**config.mk**
```make
export PLATFORM = sky130hd
export DESIGN_NAME = mcycle_control
export DESIGN_NICKNAME = d
export VERILOG_FILES = /design/src/rtl/mips_ctrl_pkg.sv /design/src/rtl/mcycle_control.sv
export SDC_FILE = /design/constraint.sdc
export NUM_CORES = 1
export LEC_CHECK = 0
export ABC_AREA = 0
export BUFFER_PORTS_ARGS = -buffer_cell sky130_fd_sc_hd__buf_2
export CAP_MARGIN = 20
export CORE_MARGIN = 4
export CORE_UTILIZATION = 37
export CTS_CLUSTER_SIZE = 40
export DETAILED_ROUTE_END_ITERATION = 16
export PLACE_DENSITY = 0.65
export SYNTH_ARGS = -nofsm -noshare
export SYNTH_HDL_FRONTEND = slang
export SYNTH_SLANG_ARGS = --single-unit
```
**constraint.sdc**
```tcl
create_clock -name clk -period 4.11 [get_ports clk]
set_input_delay 0.822 -clock clk [delete_from_list [all_inputs] [get_ports clk]]
set_output_delay 0.822 -clock clk [all_outputs]
set_load 0.005 [all_outputs]
```
**src/rtl/mips_ctrl_pkg.sv**
```systemverilog
// Shared definitions for the multicycle MIPS main control: opcodes, FSM
// state encoding and the two-bit ALU-op codes sent to the ALU-control decoder.
package mips_ctrl_pkg;

    localparam logic [5:0] OP_RTYPE = 6'b000000;
    localparam logic [5:0] OP_LW    = 6'b100011;
    localparam logic [5:0] OP_SW    = 6'b101011;
    localparam logic [5:0] OP_BEQ   = 6'b000100;
    localparam logic [5:0] OP_J     = 6'b000010;
    localparam logic [5:0] OP_ADDI  = 6'b001000;
    localparam logic [5:0] OP_ANDI  = 6'b001100;
    localparam logic [5:0] OP_ORI   = 6'b001101;

    localparam logic [1:0] ALUOP_ADD   = 2'b00;
    localparam logic [1:0] ALUOP_BR_I  = 2'b01;
    localparam logic [1:0] ALUOP_RTYPE = 2'b10;

    typedef enum logic [3:0] {
        FETCH   = 4'd0,
        DECODE  = 4'd1,
        MEMADR  = 4'd2,
        MEMRD   = 4'd3,
        MEMWB   = 4'd4,
        MEMWR   = 4'd5,
        RTYPEEX = 4'd6,
        ALUWB   = 4'd7,
        BEQEX   = 4'd8,
        ITYPEEX = 4'd9,
        ITYPEWB = 4'd10,
        JEX     = 4'd11
    } state_t;

    // Logical immediates are zero-extended; everything else sign-extends.
    function automatic logic is_zero_ext(input logic [5:0] opc);
        return (opc == OP_ANDI) || (opc == OP_ORI);
    endfunction

endpackage

```
**src/rtl/mcycle_control.sv**
```systemverilog
// Multicycle MIPS main-control FSM: sequences datapath enables per instruction,
// drives aluop1/aluop0 to the ALU-control decoder and counts retired instructions.
module mcycle_control
    import mips_ctrl_pkg::*;
#(
    parameter int   CNT_W    = 32,
    parameter logic MEM_WAIT = 1'b1
) (
    input  logic             clk,
    input  logic             reset,
    input  logic [5:0]       op,
    input  logic             mem_ready,
    output logic             pcwrite,
    output logic             pcwritecond,
    output logic             iord,
    output logic             memread,
    output logic             memwrite,
    output logic             memtoreg,
    output logic             irwrite,
    output logic             regdst,
    output logic             regwrite,
    output logic             alusrca,
    output logic [1:0]       alusrcb,
    output logic [1:0]       pcsource,
    output logic             aluop1,
    output logic             aluop0,
    output logic             ext_zero,
    output logic             illegal_op,
    output logic             instr_done,
    output logic [CNT_W-1:0] instr_count
);

    state_t     state;
    state_t     state_nx;
    logic [5:0] op_q;
    logic       illegal_q;
    logic       mem_ok;
    logic       op_legal;
    logic [1:0] aluop;

    assign mem_ok     = MEM_WAIT ? mem_ready : 1'b1;
    assign illegal_op = illegal_q;
    assign aluop1     = aluop[1];
    assign aluop0     = aluop[0];

    always_comb begin
        op_legal = 1'b0;
        case (op)
            OP_RTYPE, OP_LW, OP_SW, OP_BEQ, OP_J,
            OP_ADDI, OP_ANDI, OP_ORI: op_legal = 1'b1;
            default:                  op_legal = 1'b0;
        endcase
    end

    // State, latched opcode, illegal-opcode pulse and the retire counter.
    always_ff @(posedge clk) begin
        if (reset) begin
            state       <= FETCH;
            op_q        <= 6'b000000;
            illegal_q   <= 1'b0;
            instr_count <= '0;
        end else begin
            state     <= state_nx;
            illegal_q <= (state == DECODE) && !op_legal;
            if (state == DECODE)
                op_q <= op;
            if (instr_done)
                instr_count <= instr_count + 1'b1;
        end
    end

    always_comb begin
        state_nx = state;
        case (state)
            FETCH:   state_nx = mem_ok ? DECODE : FETCH;
            DECODE: begin
                case (op)
                    OP_RTYPE:                  state_nx = RTYPEEX;
                    OP_LW, OP_SW:              state_nx = MEMADR;
                    OP_BEQ:                    state_nx = BEQEX;
                    OP_J:                      state_nx = JEX;
                    OP_ADDI, OP_ANDI, OP_ORI:  state_nx = ITYPEEX;
                    default:                   state_nx = FETCH;
                endcase
            end
            MEMADR:  state_nx = (op_q == OP_SW) ? MEMWR : MEMRD;
            MEMRD:   state_nx = mem_ok ? MEMWB : MEMRD;
            MEMWB:   state_nx = FETCH;
            MEMWR:   state_nx = mem_ok ? FETCH : MEMWR;
            RTYPEEX: state_nx = ALUWB;
            ALUWB:   state_nx = FETCH;
            BEQEX:   state_nx = FETCH;
            ITYPEEX: state_nx = ITYPEWB;
            ITYPEWB: state_nx = FETCH;
            JEX:     state_nx = FETCH;
            default: state_nx = FETCH;
        endcase
    end

    // Moore decode, except FETCH's IR/PC loads and the sw retire which wait on memory.
    always_comb begin
        pcwrite     = 1'b0;
        pcwritecond = 1'b0;
        iord        = 1'b0;
        memread     = 1'b0;
        memwrite    = 1'b0;
        memtoreg    = 1'b0;
        irwrite     = 1'b0;
        regdst      = 1'b0;
        regwrite    = 1'b0;
        alusrca     = 1'b0;
        alusrcb     = 2'b00;
        pcsource    = 2'b00;
        aluop       = ALUOP_ADD;
        ext_zero    = 1'b0;
        instr_done  = 1'b0;
        case (state)
            FETCH: begin
                memread = 1'b1;
                alusrcb = 2'b01;
                irwrite = mem_ok;
                pcwrite = mem_ok;
            end
            DECODE: begin
                alusrcb = 2'b11;
            end
            MEMADR: begin
                alusrca = 1'b1;
                alusrcb = 2'b10;
            end
            MEMRD: begin
                memread = 1'b1;
                iord    = 1'b1;
            end
            MEMWB: begin
                regwrite   = 1'b1;
                memtoreg   = 1'b1;
                instr_done = 1'b1;
            end
            MEMWR: begin
                memwrite   = 1'b1;
                iord       = 1'b1;
                instr_done = mem_ok;
            end
            RTYPEEX: begin
                alusrca = 1'b1;
                aluop   = ALUOP_RTYPE;
            end
            ALUWB: begin
                regdst     = 1'b1;
                regwrite   = 1'b1;
                instr_done = 1'b1;
            end
            BEQEX: begin
                alusrca     = 1'b1;
                aluop       = ALUOP_BR_I;
                pcwritecond = 1'b1;
                pcsource    = 2'b01;
                instr_done  = 1'b1;
            end
            ITYPEEX: begin
                alusrca  = 1'b1;
                alusrcb  = 2'b10;
                aluop    = ALUOP_BR_I;
                ext_zero = is_zero_ext(op_q);
            end
            ITYPEWB: begin
                regwrite   = 1'b1;
                instr_done = 1'b1;
            end
            JEX: begin
                pcwrite    = 1'b1;
                pcsource   = 2'b10;
                instr_done = 1'b1;
            end
            default: begin
                memread = 1'b0;
            end
        endcase
    end

endmodule
```
== After elaboration in Yosys (flattened, before gate mapping) ==
Index checks and enable logic that the tools add are counted.
Storage, ports and cells
  register bits after elaboration: 43
  memory bits (writable): 0
  latch bits: 0
  output and inout port bits: 51
  input bits: 9
  memories kept: 0
  logic and storage cells: 63
  bits in read-only memories: 0
Cells by class
  shift operators: 0
  equality and inequality tests: 21
  order comparisons: 0
  muxes and demuxes: 22
  bitwise gates (word level): 0
  add/subtract/negate cells: 1
  div/mod/pow operators: 0
  reductions and logical operators: 15
  multipliers: 0
Operator list (number)
  $add A32 B1 Y32 const B: 1
  $eq A6 B4 Y1 const B: 5
  $pmux W4 S7: 1
  $pmux W4 S5: 1
  $eq A6 B6 Y1 const B: 3
  $eq A4 B3 Y1 const B: 4
  $eq A4 B4 Y1 const B: 4
  $mux W1: 12
  $reduce_or A2 Y1: 5
  $mux W3: 3
  $eq A4 B2 Y1 const B: 2
  $pmux W2 S2: 2
  $reduce_or A8 Y1: 1
  $eq A6 B2 Y1 const B: 1
  $eq A6 B3 Y1 const B: 1
  $logic_not A6 Y1: 1
  $pmux W2 S3: 1
  $reduce_or A3 Y1: 2
  $reduce_or A5 Y1: 1
  $eq A4 B1 Y1 const B: 1
  $logic_not A4 Y1: 1
  $pmux W1 S2: 2
  $reduce_or A4 Y1: 1
  $logic_and A1 B1 Y1: 1
  other kinds (2): 2

== Logic depth before layout (Yosys ltp) ==
Gate-level depths: netlist of run 1.
  word-level depth: 5
  depth in mapped cells: 7
  mapped depth without buffers: 6

== Worst setup path before layout of run 1 ==
No wires, ideal clock.
  kind: input to output
  start: input port mem_ready
  end: output port instr_done
  path buffers: 0
  setup slack: 1.854 ns
  data required time: 3.288 ns
  stages on the path: 4
  arrival time: 1.434 ns
  path through: nand2_1 > a21oi_4 > nand2_1 > inv_1
Between the ends
  longest elaborated chain between the ends: 1
RTL lines
  from (decl): line mcycle_control.sv:12  | input logic mem_ready,
  $pmux W1 S2: line mcycle_control.sv:117  | case (state)
  to (decl): line mcycle_control.sv:29  | output logic instr_done,
No other way between the ends.

== Worst setup path in the final report of run 1 ==
  start: register state[0]
  end: output port instr_done
Between the ends
  longest elaborated chain between the ends: 3
  elaborated cells between the ends (all ways): 8
  classes of those cells: eq/ne (6); mux (1); reduce/logical (1)
RTL lines
  from (decl): line mcycle_control.sv:33  | state_t state;
  from (signal assigned): line mcycle_control.sv:63  | state <= state_nx;
  $eq A4 B4 Y1 / $eq A4 B3 Y1 (equally long branches): line mcycle_control.sv:117
  $reduce_or A5 Y1 (no line)
  $pmux W1 S2 (*): line mcycle_control.sv:117
Every way passes the cells marked *; elsewhere a longest branch is shown, timed or not.

==> results of run 1 <==
worst paths after layout:
| check | start | end | slack, ns | cells after the start |
|---|---|---|---|---|
| hold / removal | op_q[1]$_SDFFE_PP0P_ | op_q[1]$_SDFFE_PP0P_ | 0.47 | 2 |
| setup reg to reg | state[2]$_SDFF_PP0_ | instr_count[27]$_SDFFE_PP0P_ | 1.70 | 5 |
| setup / recovery | state[0]$_SDFF_PP0_ | instr_done | 1.26 | 5 |
| hold reg to reg | op_q[1]$_SDFFE_PP0P_ | op_q[1]$_SDFFE_PP0P_ | 0.47 | 2 |
kinds of logic (layout without fill, tap and decap cells):
family	count (synthesis)	count (layout)	synth area share (%)
AO/OA/AOI/OAI	65	65	16.3
XOR/XNOR	15	15	5.69
adder cells (fa/ha/maj)	1	1	0.542
buffers and inverters	17	71	3.79
flip-flops	43	43	37.3
multiplexers	2	2	0.921
AND/OR/NAND/NOR	152	152	35.5
power by group:
group	internal (mW)	switching, mW
logic	0.0179	0.0305
clock network	0.119	0.141
registers	0.421	0.00593
per-stage QoR:
stage	power, mW	area (sq um)
2_1_floorplan	0.467	2310
3_3_place_gp	0.484	2630
3_5_place_dp	0.485	2630
4_1_cts	0.748	2710
5_1_grt	0.778	2710
6_report	0.735	2710
area by class of cell:
class                      count  area, sq um
inverter                       4         15.0
fill                         625         3280
clock buffer                   7         76.3
sequential                    43          861
timing repair buffer          59          295
tap                           75         93.8
multi-input combinational    235         1360
clock inverter                 1         5.00
worst max-delay path, stage by stage, from the launching register on:
cell	delay [ns]
dfxtp_1	0.58
nor2b_1	0.61
a21oi_4	0.20
nand2_1	0.17
inv_1	0.05
buf_2	0.12
sequential cells by signal, summed over array words and instances, names as in the netlist:
signal       cells
state            4
op_q             6
instr_count     32
illegal_op       1
layout by cell type, fill, tap and decap left out, types with 3 or more instances in the layout:
cell type  instances
xnor2_1            3
and2_1             3
o21ai_0           19
nand2_1           31
dfxtp_1           43
or3_1             15
o22ai_1            3
buf_2             59
nor3_1            10
nor2_1            35
and4_1             3
a21oi_1           33
nand3_1            9
and3_1             6
inv_1              4
nand2b_1           7
nor2b_1            3
clkbuf_8           5
xor2_1            12
nand4_1           17
per-layer routing:
| metal | up-vias | wire length (microns) |
|---|---|---|
| met5 | - | 0 |
| met1 | 1048 | 2820 |
| met3 | 6 | 360 |
| met4 | 0 | 56 |
| met2 | 65 | 2500 |
| li1 | 1166 | - |
==> summary.md, run 1 <==
| Metric | Value |
|---|---|
| RSZ-0062 raised after global routing | `false` |
| Final #Nets | `358` |
| Worst skew pair latency | `0.29 ns` |
| Power Dens Cells | `272 nW/um^2` |
| Diode count | `0` |
| Core Rows | `28` |
| Number of global-route vias before repair | `2124` |
| Hold-fix buffers, CTS | `0` |
| WHS | `0.470 ns` |
| Syn_area_per_cell | `7.83 sq um` |
| Chip height | `87.0 microns` |
| Setup violators final | `0` |
| Global-route wire length before repair | `9850 microns` |
| Largest cells by area after synthesis | `dfxtp_1, a21oi_1, nor2_1` |
| Max Fclk | `351 MHz` |
| Worst-margin pin slew | `0.760 ns` |
| Initial core utilization | `38.6%` |
| Total track usage | `15.8%` |
| Worst Hold Class | `flip-flop to flip-flop` |
| Seq/Total Area, Yosys | `37.3%` |
| Clock tree from TritonCTS | `built` |
| Clk pin slew, worst setup/hold paths | `0.08 ns` |
| Most frequent cell after synthesis | `dfxtp_1` |
| Setup ws final | `1.26 ns` |
| Final Hold Vio Count | `0` |
| Sink Count | `43` |
| Async set-reset flop share out of synthesis | `0%` |
| I/O Buffers | `59` |
| Wirelength per Cell | `13.5 microns` |
| Die W | `87.0 microns` |
| Dpl hpwl | `4050 microns` |
| Synth unique cells | `41` |
| Crit end category | `output port` |
| Post-CTS Setup Bufs | `0` |
| Synth Cell Area | `2310 sq um` |
| DRC | `0` |
| Setup Crit Path Kind | `flip-flop to output port` |
| M1 GR Usage | `21.6%` |
| Inst Count DP | `416` |
| Yosys warnings | `0` |
| Cts repair resizes | `0` |
| Slew Viols, Final | `0` |
| Data arrival time of the worst path | `2.02 ns` |
| Util after Layout | `45.2%` |
| Vias per inst | `5.39` |
| Post-route clock period utilization | `69.3%` |
| Post-synth top area cell | `dfxtp_1` |
| CP Launch Type | `flip-flop` |
| Top-area cell type share of the netlist area | `37.3%` |
| Antenna-violating nets left | `0` |
| Synth top cells by count | `dfxtp_1, nor2_1, a21oi_1, nand2_1, o21ai_0` |
| Syn_nets | `305` |
| Synth Flop Type | `dfxtp_1` |
| Die ar. | `7570 sq um` |
| Gr busiest metal | `met2` |
| CTS Buf Count | `5` |
| Pre-CTS setup slack | `1.48 ns` |
| Area delta synth->final | `17.2%` |
| Root buffer selected by CTS | `clkbuf_8` |
| Met2 Use GR | `25.1%` |
| Worst Path Max Fanout | `13` |
| Worst Path Required | `3.29 ns` |
| Fin cells | `424` |
| Largest net degree at the start of global routing | `41` |
| Cells after Synth | `295` |
| Initial antenna violation count | `0` |
| Status | `complete, no violations` |
| Vias | `2285` |
| M3 GR Usage | `3.78%` |
| GPL Wtd Cong | `0.821` |
| Rel. slew slack | `49.3%` |
| Max IR drop VDD | `0.000119 V` |
| Clock skew | `0.00413 ns` |
| Io pins | `60` |
| Post-synth EDFFs | `0` |
| Routed wire length | `5740 microns` |
| H-tree levels | `2` |
| Layout cells sized above 1 | `21.5%` |
| Post-synthesis register bit count | `43` |
| Detailed Routing Iterations Pass 1 | `4` |
| Max-cap viol count | `0` |
| Post-Route Setup TNS | `0 ns` |
| CORE AREA | `5990 sq um` |
| DR iter-0 viols | `122` |
| P_leak | `1.06 nW` |
| Grt ovf | `0` |
| Post-route minimum period | `2.85 ns` |
| Clk buf depth | `2` |
(Power assumes the default switching activity.)
==> inputs of run 2 (changes only) <==
Settings changed: ABC_AREA 0 to 1, PLACE_DENSITY 0.65 to 0.67.
Clock period 4.11 ns to 2.6 ns, I/O delays scaled along.
==> run 2 against run 1 <==
Routed wire length up 18%. Area after synthesis up 14%. Sequential cell count unchanged. Register-to-register slack worse by 0.86 ns. Sequential power up 58%. Hold slack worse by 0.0074 ns. Largest power group unchanged.
==> summary.md, run 2 <==
| Metric | Value |
|---|---|
| Initial antenna violation count | `0 (unchanged)` |
| Slew Viols, Final | `0 (unchanged)` |
| Worst Reg-to-Reg Cells | `9 (was 5)` |
| Clock tree from TritonCTS | `built (unchanged)` |
| I/O Buffers | `59 (unchanged)` |
| Global-route wire length before repair | `11400 microns (was 9850 microns)` |
| Initial core utilization | `38.4% (was 38.6%)` |
| Cells after Synth | `448 (was 295)` |
| Post-Route Setup TNS | `0 ns (unchanged)` |
| Grt ovf | `0 (unchanged)` |
| Post-synth top area cell | `dfxtp_1 (unchanged)` |
| Async set-reset flop share out of synthesis | `0% (unchanged)` |
| Die W | `92.2 microns (was 87.0 microns)` |
| Max-cap viol count | `0 (unchanged)` |
| Most common cell after layout, fill and taps aside | `nand2_1 (was buf_2)` |
| Filler Cell Count | `743 (was 625)` |
| Max reg flops | `32 (unchanged)` |
| Final #Nets | `515 (was 358)` |
| Syn_area_per_cell | `5.86 sq um (was 7.83 sq um)` |
| Clock skew | `0.00782 ns (was 0.00413 ns)` |
| Vias | `2885 (was 2285)` |
| Wirelength per Cell | `11.3 microns (was 13.5 microns)` |
| Core Rows | `30 (was 28)` |
| Diode count | `0 (unchanged)` |
| Post-route minimum period | `1.99 ns` |
| Synth top cells by count | `nand2_1, nor2_1, inv_1, dfxtp_1, nand3_1 (was dfxtp_1, nor2_1, a21oi_1, nand2_1, o21ai_0)` |
| Power Dens Cells | `387 nW/um^2 (was 272 nW/um^2)` |
| H-tree levels | `2 (unchanged)` |
| GPL Wtd Cong | `0.860 (was 0.821)` |
| Overall power | `1.19 mW (was 0.735 mW)` |
| Worst Path Max Fanout | `5 (was 13)` |
| Storage cell area | `861 sq um (unchanged)` |
| Largest cells by area after synthesis | `dfxtp_1, nand2_1, nor2_1 (was dfxtp_1, a21oi_1, nor2_1)` |
| Routed wire length | `6790 microns (was 5740 microns)` |
| Top-area cell type share of the netlist area | `32.8% (was 37.3%)` |
| Most frequent cell after synthesis | `nand2_1 (was dfxtp_1)` |
| DRC | `0 (unchanged)` |
| CTS Buf Count | `5 (unchanged)` |
| Yosys warnings | `0 (unchanged)` |
| Area occupied by multi-input gates | `1440 sq um (was 1360 sq um)` |
| DR iter-0 viols | `181 (was 122)` |
| Root buffer selected by CTS | `clkbuf_8 (unchanged)` |
| Cts repair resizes | `0 (unchanged)` |
| RSZ-0062 raised after global routing | `false (unchanged)` |
| Final Hold Vio Count | `0 (unchanged)` |
| Rel. slew slack | `65.4% (was 49.3%)` |
| Top reg by flops | `instr_count (unchanged)` |
| Post-synth EDFFs | `0 (unchanged)` |
| WHS | `0.462 ns (was 0.470 ns)` |
| Worst skew pair latency | `0.29 ns (about the same)` |
| WHS Path Cells | `2 (unchanged)` |
| Layout cells sized above 1 | `15.2% (was 21.5%)` |
| Most frequent cells in the layout | `nand2_1, nor2_1, inv_1, buf_2, dfxtp_1 (was buf_2, dfxtp_1, nor2_1, a21oi_1, nand2_1)` |
| Post-CTS Setup Bufs | `0 (unchanged)` |
| Antenna-violating nets left | `0 (unchanged)` |
| Max IR drop VDD | `0.000178 V (was 0.000119 V)` |
| Hold-fix buffers, CTS | `0 (unchanged)` |
| CORE AREA | `6830 sq um (was 5990 sq um)` |
| Post-route clock period utilization | `76.5%` |
| Worst-margin pin slew | `0.519 ns (was 0.760 ns)` |
| Setup Crit Path Kind | `flip-flop to output port (unchanged)` |
| Largest net degree at the start of global routing | `59 (was 41)` |
| Area delta synth->final | `17.2% (about the same)` |
| Worst Path Required | `2.08 ns (was 3.29 ns)` |
| Syn_nets | `458 (was 305)` |
| Design area | `3070 sq um (was 2710 sq um)` |
| Die ar. | `8500 sq um (was 7570 sq um)` |
| Synth Cell Area | `2620 sq um (was 2310 sq um)` |
| Synth unique cells | `27 (was 41)` |
| Setup violators final | `0 (unchanged)` |
| Max Fclk | `503 MHz` |
| Synth Flop Type | `dfxtp_1 (unchanged)` |
| Seq/Total Area, Yosys | `32.8% (was 37.3%)` |
| Total track usage | `16.0% (was 15.8%)` |
| Io pins | `60 (unchanged)` |
| Crit end category | `output port (unchanged)` |
| Post-synthesis register bit count | `43 (unchanged)` |
| Status | `complete, no violations (unchanged)` |
| Number of global-route vias before repair | `2567 (was 2124)` |
| P_leak | `1.44 nW (was 1.06 nW)` |
| CP Launch Type | `flip-flop (unchanged)` |
| Data arrival time of the worst path | `1.47 ns (was 2.02 ns)` |
| Dpl hpwl | `5260 microns (was 4050 microns)` |
| Clk buf depth | `2 (unchanged)` |
| Detailed Routing Iterations Pass 1 | `5 (was 4)` |
| Sink Count | `43 (unchanged)` |
| Chip height | `92.2 microns (was 87.0 microns)` |
| Post-place instance area | `2990 sq um (was 2630 sq um)` |
| Vias per inst | `4.80 (was 5.39)` |
| Clk pin slew, worst setup/hold paths | `0.07 ns (was 0.08 ns)` |
| Worst Hold Class | `flip-flop to flip-flop (unchanged)` |
| Registers with the most flip-flops | `instr_count (32), op_q (6), state (4) (unchanged)` |
-- run 2: changes by cell type after synthesis, sizes merged, moves of 6 or more --
| cell | delta |
|---|---|
| nand2 | +85 |
| inv | +64 |
| nor2 | +64 |
| nand3 | +29 |
| or3 | -15 |
| xor2 | -11 |
| a21oi | -8 |
| nand2b | -8 |
| o21ai | -7 |
| and3 | -6 |
-- run 2: worst paths after layout --
| check | start | to | slack [ns] |
|---|---|---|---|
| worst min register to register | op_q[4]$_SDFFE_PP0P_ | op_q[4]$_SDFFE_PP0P_ | 0.46 |
| worst min-delay path | op_q[4]$_SDFFE_PP0P_ | op_q[4]$_SDFFE_PP0P_ | 0.46 |
| worst max register to register | state[2]$_SDFF_PP0_ | instr_count[20]$_SDFFE_PP0P_ | 0.84 |
| worst max-delay path | state[2]$_SDFF_PP0_ | alusrcb[1] | 0.61 |
-- run 2: metal layers --
layer / routed length (microns) / vias up / GRT usage [%]
li1: - / 1519 / -
met1: 3170 / 1278 / 20.4
met2: 3190 / 77 / 27.3
met3: 341 / 11 / 3.28
met4: 95 / 0 / 4.33
met5: 0 / - / 0
-- run 2: power by group --
group	leakage (nW)	total [mW]	switching (mW)	internal, mW
registers	0.348	0.675	0.00617	0.669
clock network	0.0470	0.431	0.222	0.209
logic	1.05	0.0856	0.0556	0.0300
-- run 2: final cells by class --
class                   count  area share [%]
clock inverters             1           0.163
inverters                  68            8.30
multi-input cells         326            46.8
clock buffers               6            2.69
repair buffers             61            10.1
flip-flops and latches     43            28.0
well taps                  96            3.91
-- run 2: kinds of logic (layout without fill, tap and decap cells) --
kind of cell,Yosys count,in the layout,share of synthesized area (%)
fa+ha+maj,1,1,0.477
flops,43,43,32.8
compound gates,46,46,9.16
simple gates,276,276,44.3
xor+xnor,3,3,1.00
buf+inv,79,136,12.3
-- run 2: stage by stage --
step	setup WS [ns]	cells	utilization, %
2_1_floorplan	1.02	448	-
3_3_place_gp	0.880	594	43.7
3_5_place_dp	0.840	594	43.7
4_1_cts	0.626	601	45.0
5_1_grt	0.479	601	45.0
6_report	0.611	601	45.0
-- run 2: worst max-delay path, stage by stage (launching register included) --
cell and delay (ns):
dfxtp_1 0.34, nor2_1 0.25, inv_1 0.14, nor2_1 0.14
inv_1 0.07, o21ai_0 0.08, buf_2 0.15
==> inputs of run 3 (changes only) <==
Settings changed: PLACE_DENSITY 0.67 to 0.64.
Clock period 2.6 ns to 1.9 ns, I/O delays scaled along.
==> run 3 against run 2 <==
Sequential cell count unchanged. Clock skew fell by 0.00055 ns. Hold slack got worse by 0.086 ns. Total power is 51% higher. Register-to-register slack got worse by 0.57 ns. Non-clock buffer count up 3. Clock power grew 75%. Utilization increased by 1.1 points. Critical path type unchanged. Largest power group unchanged.
==> summary.md, run 3 (synthesis results as in run 2) <==
| Metric | Value |
|---|---|
| Diode count | `0 (unchanged)` |
| Io pins | `60 (unchanged)` |
| Design area | `3150 sq um (was 3070 sq um)` |
| Worst-margin pin slew | `0.331 ns (was 0.519 ns)` |
| Clk pin slew, worst setup/hold paths | `0.08 ns (was 0.07 ns)` |
| Max-cap viol count | `0 (unchanged)` |
| Crit end category | `output port (unchanged)` |
| Clock skew | `0.00727 ns (was 0.00782 ns)` |
| Post-CTS Setup Bufs | `0 (unchanged)` |
| Dpl hpwl | `5290 microns (was 5260 microns)` |
| Max IR drop VDD | `0.000251 V (was 0.000178 V)` |
| Vias | `2863 (was 2885)` |
| P_leak | `1.47 nW (was 1.44 nW)` |
| Global-route wire length before repair | `11900 microns (was 11400 microns)` |
| Hold-fix buffers, CTS | `0 (unchanged)` |
| Root buffer selected by CTS | `clkbuf_8 (unchanged)` |
| Most frequent cells in the layout | `nand2_1, nor2_1, inv_1, buf_2, dfxtp_1 (unchanged)` |
| Area occupied by multi-input gates | `1460 sq um (was 1440 sq um)` |
| Registers with the most flip-flops | `instr_count (32), op_q (6), state (4) (unchanged)` |
| Initial core utilization | `38.4% (unchanged)` |
| Chip height | `92.2 microns (unchanged)` |
| Storage cell area | `862 sq um (was 861 sq um)` |
| Core Rows | `30 (unchanged)` |
| Worst skew pair latency | `0.30 ns (was 0.29 ns)` |
| Final Hold Vio Count | `0 (unchanged)` |
| FF-to-FF Start | `instr_count[0]$_SDFFE_PP0P_ (was state[2]$_SDFF_PP0_)` |
| Setup violators final | `0 (unchanged)` |
| Filler Cell Count | `748 (was 743)` |
| Worst Path Required | `1.52 ns (was 2.08 ns)` |
| Status | `complete, no violations (unchanged)` |
| Post-route minimum period | `1.85 ns` |
| Post-route clock period utilization | `97.1%` |
| RSZ-0062 raised after global routing | `true (was false)` |
| Layout cells sized above 1 | `16.5% (was 15.2%)` |
| Slew Viols, Final | `0 (unchanged)` |
| Setup Crit Path Kind | `flip-flop to output port (unchanged)` |
| Clk buf depth | `2 (unchanged)` |
| Antenna-violating nets left | `0 (unchanged)` |
| Post-place instance area | `3010 sq um (was 2990 sq um)` |
| Vias per inst | `4.73 (was 4.80)` |
| Clock tree from TritonCTS | `built (unchanged)` |
| I/O Buffers | `59 (unchanged)` |
| GPL Wtd Cong | `0.861 (was 0.860)` |
| Rel. slew slack | `77.8% (was 65.4%)` |
| Detailed Routing Iterations Pass 1 | `5 (unchanged)` |
| Area delta synth->final | `20.1% (was 17.2%)` |
| Worst Hold Class | `primary input to flip-flop (was flip-flop to flip-flop)` |
| CP Launch Type | `flip-flop (unchanged)` |
| DRC | `0 (unchanged)` |
| DR iter-0 viols | `157 (was 181)` |
| Routed wire length | `6910 microns (was 6790 microns)` |
| Die ar. | `8500 sq um (unchanged)` |
| CORE AREA | `6830 sq um (unchanged)` |
| Worst Path Max Fanout | `9 (was 5)` |
| CTS Buf Count | `5 (unchanged)` |
| Cts repair resizes | `0 (unchanged)` |
| Wirelength per Cell | `11.4 microns (was 11.3 microns)` |
| Max Fclk | `542 MHz` |
| Most common cell after layout, fill and taps aside | `nand2_1 (unchanged)` |
| Crit path launch | `state[1]$_SDFF_PP0_ (was state[2]$_SDFF_PP0_)` |
| Number of global-route vias before repair | `2572 (was 2567)` |
| Power Dens Cells | `571 nW/um^2 (was 387 nW/um^2)` |
| Sink Count | `43 (unchanged)` |
| Total track usage | `16.8% (was 16.0%)` |
| Top reg by flops | `instr_count (unchanged)` |
| Initial antenna violation count | `0 (unchanged)` |
| Final #Nets | `518 (was 515)` |
| Grt ovf | `0 (unchanged)` |
| Max reg flops | `32 (unchanged)` |
| Die W | `92.2 microns (unchanged)` |
| Largest net degree at the start of global routing | `25 (was 59)` |
| H-tree levels | `2 (unchanged)` |
| WHS | `0.376 ns (was 0.462 ns)` |
| HP Start | `op[3] (was op_q[4]$_SDFFE_PP0P_)` |
| Data arrival time of the worst path | `1.47 ns (about the same)` |
==> run 3: layer usage <==
layer | up-vias | wire length (microns) | GRT usage, %
met1 | 1269 | 3410 | 22.9
met4 | 0 | 87 | 5.07
met2 | 61 | 3110 | 27.0
met3 | 10 | 298 | 2.87
li1 | 1523 | - | -
met5 | - | 0 | 0
==> run 3: where the power goes <==
part | switching (mW) | internal [mW]
clock network | 0.328 | 0.426
registers | 0.00876 | 0.915
logic | 0.0781 | 0.0436
total | 0.415 | 1.38
==> run 3: layout make-up <==
type / count / share of cell area [%]
Clock inverter: 2 / 1.11
Timing Repair Buffer: 64 / 10.6
Inverter: 68 / 8.10
Sequential cell: 43 / 27.4
Tap cell: 96 / 3.81
Multi-Input combinational cell: 326 / 46.4
Clock buffer: 6 / 2.62
==> run 3: path summary, 6_finish.rpt <==
| path | endpoint | slack, ns | cells after the start |
|---|---|---|---|
| worst max-delay path | instr_done | 0.05 | 5 |
| worst min-delay path | op_q[3]$_SDFFE_PP0P_ | 0.38 | 3 |
| worst max register to register | instr_count[26]$_SDFFE_PP0P_ | 0.27 | 9 |
| worst min register to register | op_q[4]$_SDFFE_PP0P_ | 0.45 | 2 |
==> run 3: worst max-delay path: stages (launching register included) <==
cell     delay (ns)
dfxtp_2        0.37
nand2_2        0.12
inv_1          0.07
o21ai_1        0.24
nand3_4        0.19
buf_2          0.18
==> run 3: through the flow <==
stage	setup WS [ns]	utilization (%)	std cells	setup TNS, ns	total power [mW]
after global placement	0.290	44.0	597	0	1.06
final	0.0550	46.1	605	0	1.80
after CTS	0.0107	45.8	605	0	1.82
after floorplan	0.442	-	448	0	1.02
after global routing	-0.0251	46.1	605	-0.0251	1.87
after detailed placement	0.213	44.0	597	0	1.07
